File: src/rtl/sd_sector_scan_if.sv
// Handshake between the SD read engine and the sector-scan controller:
// read request/address one way, byte stream and sector-complete back.
interface sd_sector_scan_if;
  logic        read_req;
  logic [31:0] read_sec;
  logic [7:0]  mydata_o;
  logic        myvalid_o;
  logic        read_o;

  modport master (
    output read_req, read_sec,
    input  mydata_o, myvalid_o, read_o
  );

  modport slave (
    input  read_req, read_sec,
    output mydata_o, myvalid_o, read_o
  );
endinterface

File: src/rtl/sd_sector_scan.sv
// Sector-scan controller: walks a window of SD sectors through the read engine
// and captures the first non-zero byte seen at two fixed byte offsets.
//
//   state  | meaning
//   IDLE   | card not initialised, waiting for init_o
//   WAIT   | start-up delay after init_o
//   REQ    | read_req asserted, waiting for the first byte
//   RECV   | receiving bytes of the current sector
//   GAP    | idle spacing before the next sector request
//   DONE   | scan finished (window exhausted, both found, or timeout)
module sd_sector_scan #(
  parameter logic [31:0] BASE_SEC    = 32'd16640,
  parameter int          NUM_SEC     = 32,
  parameter int          START_DELAY = 1022,
  parameter int          OFF_A       = 2,
  parameter int          OFF_B       = 0,
  parameter int          GAP         = 8,
  parameter int          TIMEOUT     = 65535
) (
  input  logic             SD_clk,
  input  logic             rst_n,
  input  logic             init_o,
  sd_sector_scan_if.master rd,
  output logic [7:0]       number1,
  output logic [7:0]       number2,
  output logic             done,
  output logic             busy,
  output logic             err
);

  typedef enum logic [2:0] {S_IDLE, S_WAIT, S_REQ, S_RECV, S_GAP, S_DONE} state_t;

  state_t      state, state_nxt;
  logic [31:0] dly_cnt;
  logic [31:0] to_cnt;
  logic [15:0] sec_idx;
  logic [8:0]  off;
  logic        full;
  logic        lock_a, lock_b;

  logic in_xfer, take_byte, overrun, hit_a, hit_b;
  logic lock_a_nxt, lock_b_nxt, full_nxt, sec_end, timeout, last_sec;
  state_t fin_state;

  always_comb begin
    in_xfer    = init_o && (state == S_REQ || state == S_RECV);
    take_byte  = in_xfer && rd.myvalid_o && !full;
    overrun    = in_xfer && rd.myvalid_o && full;
    hit_a      = take_byte && !lock_a && (off == 9'(OFF_A)) && (rd.mydata_o != 8'd0);
    hit_b      = take_byte && !lock_b && (off == 9'(OFF_B)) && (rd.mydata_o != 8'd0);
    lock_a_nxt = lock_a || hit_a;
    lock_b_nxt = lock_b || hit_b;
    full_nxt   = full || (take_byte && off == 9'd511);
    // a byte arriving with read_o is counted before the sector is closed
    sec_end    = in_xfer && rd.read_o;
    timeout    = in_xfer && !rd.read_o && (to_cnt == 32'd0);
    last_sec   = (sec_idx == 16'(NUM_SEC - 1));
    fin_state  = ((lock_a_nxt && lock_b_nxt) || last_sec) ? S_DONE : S_GAP;

    state_nxt = state;
    case (state)
      S_IDLE: if (init_o) state_nxt = S_WAIT;
      S_WAIT: if (dly_cnt == 32'd0) state_nxt = S_REQ;
      S_REQ: begin
        if (sec_end)           state_nxt = fin_state;
        else if (timeout)      state_nxt = S_DONE;
        else if (rd.myvalid_o) state_nxt = S_RECV;
      end
      S_RECV: begin
        if (sec_end)      state_nxt = fin_state;
        else if (timeout) state_nxt = S_DONE;
      end
      S_GAP:  if (dly_cnt == 32'd0) state_nxt = S_REQ;
      S_DONE: state_nxt = S_DONE;
      default: state_nxt = S_IDLE;
    endcase
    if (!init_o) state_nxt = S_IDLE;
  end

  always_ff @(posedge SD_clk or negedge rst_n) begin
    if (!rst_n) begin
      state       <= S_IDLE;
      rd.read_req <= 1'b0;
      rd.read_sec <= BASE_SEC;
      number1     <= 8'd0;
      number2     <= 8'd0;
      done        <= 1'b0;
      busy        <= 1'b0;
      err         <= 1'b0;
      dly_cnt     <= 32'd0;
      to_cnt      <= 32'd0;
      sec_idx     <= 16'd0;
      off         <= 9'd0;
      full        <= 1'b0;
      lock_a      <= 1'b0;
      lock_b      <= 1'b0;
    end else begin
      state       <= state_nxt;
      rd.read_req <= (state_nxt == S_REQ);
      busy        <= (state_nxt inside {S_REQ, S_RECV, S_GAP});
      done        <= (state_nxt == S_DONE);

      // shared down-counter: start-up delay in WAIT, spacing in GAP
      if (state == S_IDLE)        dly_cnt <= 32'(START_DELAY);
      else if (sec_end)           dly_cnt <= 32'(GAP);
      else if (dly_cnt != 32'd0)  dly_cnt <= dly_cnt - 32'd1;

      if (state_nxt == S_REQ && state != S_REQ) begin
        to_cnt <= 32'(TIMEOUT - 1);
        off    <= 9'd0;
        full   <= 1'b0;
        if (state == S_WAIT) begin
          rd.read_sec <= BASE_SEC;
          sec_idx     <= 16'd0;
        end else begin
          rd.read_sec <= rd.read_sec + 32'd1;
          sec_idx     <= sec_idx + 16'd1;
        end
      end else begin
        if (in_xfer && to_cnt != 32'd0) to_cnt <= to_cnt - 32'd1;
        if (take_byte) begin
          if (off == 9'd511) full <= 1'b1;
          else               off  <= off + 9'd1;
        end
      end

      if (hit_a) begin
        number1 <= rd.mydata_o;
        lock_a  <= 1'b1;
      end
      if (hit_b) begin
        number2 <= rd.mydata_o;
        lock_b  <= 1'b1;
      end

      if (overrun || (sec_end && !full_nxt) || timeout) err <= 1'b1;
    end
  end

endmodule
File: src/flat_wrapper.sv
// flat-port wrapper written by rule: the top's interface ports become plain ports
module sd_sector_scan_flat 
#(
  parameter logic [31:0] BASE_SEC    = 32'd16640,
  parameter int          NUM_SEC     = 32,
  parameter int          START_DELAY = 1022,
  parameter int          OFF_A       = 2,
  parameter int          OFF_B       = 0,
  parameter int          GAP         = 8,
  parameter int          TIMEOUT     = 65535
)
  (SD_clk, rst_n, init_o, number1, number2, done, busy, err, rd_read_req, rd_read_sec, rd_mydata_o, rd_myvalid_o, rd_read_o);
  sd_sector_scan_if rd_i ();
  input  logic SD_clk;
  input  logic rst_n;
  input  logic init_o;
  output logic [7:0] number1;
  output logic [7:0] number2;
  output logic done;
  output logic busy;
  output logic err;
  output wire logic [$bits(rd_i.read_req)-1:0] rd_read_req;
  output wire logic [$bits(rd_i.read_sec)-1:0] rd_read_sec;
  input wire logic [$bits(rd_i.mydata_o)-1:0] rd_mydata_o;
  input wire logic [$bits(rd_i.myvalid_o)-1:0] rd_myvalid_o;
  input wire logic [$bits(rd_i.read_o)-1:0] rd_read_o;
  assign rd_read_req = rd_i.read_req;
  assign rd_read_sec = rd_i.read_sec;
  assign rd_i.mydata_o = rd_mydata_o;
  assign rd_i.myvalid_o = rd_myvalid_o;
  assign rd_i.read_o = rd_read_o;
  sd_sector_scan #(.BASE_SEC(BASE_SEC), .NUM_SEC(NUM_SEC), .START_DELAY(START_DELAY), .OFF_A(OFF_A), .OFF_B(OFF_B), .GAP(GAP), .TIMEOUT(TIMEOUT)) u_core (.SD_clk(SD_clk), .rst_n(rst_n), .init_o(init_o), .rd(rd_i), .number1(number1), .number2(number2), .done(done), .busy(busy), .err(err));
endmodule
File: config.mk
export PLATFORM = sky130hd
export DESIGN_NAME = sd_sector_scan_flat
export DESIGN_NICKNAME = d
export VERILOG_FILES = /design/src/rtl/sd_sector_scan_if.sv /design/src/rtl/sd_sector_scan.sv /design/src/flat_wrapper.sv
export SDC_FILE = /design/constraint.sdc
export NUM_CORES = 1
export LEC_CHECK = 0
export CAP_MARGIN = 20
export CORE_UTILIZATION = 35
export CTS_CLUSTER_SIZE = 40
export DETAILED_ROUTE_END_ITERATION = 12
export GPL_ROUTABILITY_DRIVEN = 0
export HOLD_SLACK_MARGIN = 0.03
export REMOVE_ABC_BUFFERS = 1
export SYNTH_ARGS = -nofsm -noshare
export SYNTH_HDL_FRONTEND = slang
export SYNTH_SLANG_ARGS = --single-unit
File: constraint.sdc
create_clock -name SD_clk -period 4.58 [get_ports SD_clk]
set_clock_uncertainty 0.15 [all_clocks]
set_input_delay 0.916 -clock SD_clk [delete_from_list [all_inputs] [get_ports SD_clk]]
set_output_delay 0.916 -clock SD_clk [all_outputs]
set_load 0.01 [all_outputs]
==> flow_summary.ini <==
[flow_run]
maxCapViolCount = 0

[drt]
wl_met3_um = 659
postRouteAntennaNets = 0
top_layer = met4
drc = 0
drt_iter0_markers = 480
dr_wl_met2_um = 7518
routed_wl_um = 16980
routed_via_density = 5.223
wl_met1_um = 8570
dr_total_vias = 5902
wl_per_cell_um = 15.02
firstDrtPassIters = 4

[critical_path]
crit_required_ns = 4.77
critical_path.cell_chain = inv_1, ha_1, or4b_1, nor4_2, nand4_1, buf_4, o31a_1, buf_4, inv_2, o21ai_1, buf_4, or4_1, a21oi_1
cp_num_buf_inv = 5
cpMostUsedCell = buf_4
rr_worst_depth = 13
crit_fanout = 22
worstSetupPathType = reg -> reg
crit_path_start_kind = flop
cp_slowest_cell = or4b_1
cp.arrival_ns = 3.91
reg2reg_slack_ns = 0.86
cp-end-kind = flop
critPathMaxStageDelay_ns = 0.60
timing.rr.start = u_core.dly_cnt[0]$_DFFE_PN0P_
worst_path_dominant_cell_family = simple AND/OR/NAND/NOR gates
timing.rr.end = u_core.rd.read_sec[10]$_DFFE_PN0N_

[clock_network]
h-tree-depth = 4
cts_sinks = 147
clock_latency_ns = 0.43
post_cts_buffers = 0
cts_inserted_buffers = 17
cts_tree = done
ctsHoldBuffers = 0
cts-root-buf = clkbuf_16
clk_path_buf_depth = 2
clkTransAtPathRegs_ns = 0.06
post_cts_resized = 0

[global_routing]
antenna_found_initial = 0
grt_max_degree = 95
first_global_vias = 5710
grt_pass1_wl_um = 29080
grt_usage = 0.1658
globalRoute.totalOverflow = 0

[placed_design]
placed_cell_area_mm2 = 0.008428
dp_hpwl_um = 11490
io_buffers = 64

[die]
initial_utilization = 0.3564
die-area_mm2 = 0.02200
io_pins = 65
dieWidth_um = 148.3
core.rowCount = 53
die-height_um = 148.3
design.core.area_mm2 = 0.02102

[timing]
fin_crit_ns = 3.716
final_hold_viol_count = 0
worst_slew_pin_slew_ns = 0.9040
setup_tns_ns = 0
period_share = 0.8113
drv_slew = 0
relSlewSlack = 0.3891
fmax_mhz = 269.1
rsz0062_at_grt = no
setup_violations = 0

[logic_synthesis]
synth_ff_type = dfrtp_1
synth_seq_cells = 147
async_flop_share = 1.000
post_synth.cell_area_avg_um2 = 9.642
synth_seq_area_share = 0.4913
yosys_warnings = 0
postSynthCellCount = 777
synth.distinct_cells = 55
synth_area_mm2 = 0.007492
synth_edf_count = 0

[finish]
layout-drive-gt1-share = 0.09123
diodes = 0
nets = 864
fill_cells = 1998
area_growth_pct = 20.26
layout_commonest_cell = dfrtp_1
finish.instance_area_mm2 = 0.009010
final_cell_mix = dfrtp_1 (145), nor2_1 (99), nand2_1 (69)

[pwr]
total_power_mw = 2.749
p_per_area_mw_per_mm2 = 305.1
p_leak_nw = 3.979
peakVddDrop_mv = 0.2349

[min_path]
hold_path_class = reg -> reg
hp-start = u_core.sec_idx[15]$_DFFE_PN0N_
hold_end = u_core.sec_idx[15]$_DFFE_PN0N_
holdPathStages = 1

[status]
status = completed
worst reg2reg max path, cell delays in order (launching register included):
cell and delay [ns]:
dfrtp_1 0.39, inv_1 0.10, ha_1 0.20, or4b_1 0.60
nor4_2 0.41, nand4_1 0.13, buf_4 0.25, o31a_1 0.13
buf_4 0.17, inv_2 0.07, o21ai_1 0.12, buf_4 0.24
or4_1 0.51, a21oi_1 0.16
metrics by stage:
| step | util | cells | hold slack, ns | setup slack, ns |
|---|---|---|---|---|
| after floorplan | - | 748 | 0.2965 | 0.8823 |
| after global placement | 0.4009 | 1098 | 0.3191 | 0.6614 |
| after global routing | 0.4286 | 1130 | 0.3631 | 0.5939 |
| final | 0.4286 | 1130 | 0.3286 | 0.8642 |
| after CTS | 0.4286 | 1130 | 0.3328 | 0.8749 |
| after detailed placement | 0.4009 | 1098 | 0.3244 | 0.5916 |
report_power, final:
group	internal (mW)	switching (mW)	total, mW
registers	1.30	0.00426	1.31
clock network	0.780	0.596	1.38
logic	0.0202	0.0461	0.0663
layout make-up:
type / instances / area [µm²] / share of cell area
Clock buffer: 18 / 439.2 / 0.04874
Clock inverter: 14 / 142.6 / 0.01583
Inverter: 14 / 52.55 / 0.005833
Multi-Input combinational cell: 587 / 3626 / 0.4024
Sequential cell: 147 / 3681 / 0.4086
Tap cell: 275 / 344.1 / 0.03819
Timing Repair Buffer: 75 / 724.4 / 0.08041
registers in the layout, indices dropped and copies added, names as in the netlist:
| name | flops |
|---|---|
| u_core.busy | 1 |
| u_core.dly_cnt | 32 |
| u_core.done | 1 |
| u_core.err | 1 |
| u_core.full | 1 |
| u_core.lock_a | 1 |
| u_core.lock_b | 1 |
| u_core.number1 | 8 |
| u_core.number2 | 8 |
| u_core.off | 9 |
| u_core.rd.read_req | 1 |
| u_core.rd.read_sec | 32 |
| u_core.sec_idx | 16 |
| u_core.state | 3 |
| u_core.to_cnt | 32 |
synth_stat cells (2+ instances only):
master    instances  share of area
or3_1            22          0.018
inv_1            12         0.0060
mux2i_1           8          0.011
o21ai_0          42          0.028
or2_2             4         0.0033
a31oi_1           4         0.0033
clkbuf_1         18         0.0090
and3_1           14          0.012
nor2_1          100          0.050
nor2b_1           4         0.0033
or4_1            30          0.030
nand2_1          69          0.035
nand2b_1          8         0.0067
nand4_1          18          0.015
a21oi_1          30          0.020
nor3_1           29          0.019
o31ai_1          13          0.013
or4_4             2         0.0030
and2_1            6         0.0050
a221oi_1          2         0.0023
xnor2_1          41          0.048
nand3_1          34          0.023
xor2_1           27          0.032
o311ai_0          2         0.0023
dfstp_2           2         0.0070
o31a_1            2         0.0023
buf_4             3         0.0030
buf_2             6         0.0040
nand3_2           2         0.0027
o41ai_1           4         0.0047
dfrtp_1         145           0.48
nor4_4            4          0.011
mux2_2           16          0.024
o21bai_1          3         0.0030
ha_1              9          0.015
and4_1            5         0.0058
nor4_1           19          0.016
cells by family (layout without fill, tap and decap cells):
logic type | count (synthesis) | in the layout | share of synthesized area
buffers and inverters | 43 | 121 | 0.02505
adders and majority gates | 9 | 9 | 0.01503
muxes | 24 | 24 | 0.03474
AOI/OAI and AO/OA | 108 | 108 | 0.08500
xor gates and xnor gates | 68 | 68 | 0.07949
and+or+nand+nor | 378 | 378 | 0.2694
DFF | 147 | 147 | 0.4913
worst max path at each step:
stage	end	startpoint	depth (start not counted)
global route	u_core.rd.read_sec[18]$_DFFE_PN0N_	u_core.dly_cnt[0]$_DFFE_PN0P_	13
floorplan	u_core.rd.read_sec[11]$_DFFE_PN0N_	u_core.dly_cnt[0]$_DFFE_PN0P_	8
CTS	u_core.rd.read_sec[10]$_DFFE_PN0N_	u_core.dly_cnt[0]$_DFFE_PN0P_	13
finish	u_core.rd.read_sec[10]$_DFFE_PN0N_	u_core.dly_cnt[0]$_DFFE_PN0P_	13
global placement	u_core.rd.read_sec[16]$_DFFE_PN0N_	rd_mydata_o[1]	9
detailed placement	u_core.rd.read_sec[18]$_DFFE_PN0N_	rd_mydata_o[1]	9
routing by layer:
layer  global-route usage  up-vias
met2               0.2509      114
met1               0.2344     2845
li1                     -     2924
met4              0.05412        0
met5                    0        -
met3              0.03650       19
Power figures use the tool's default switching activity.
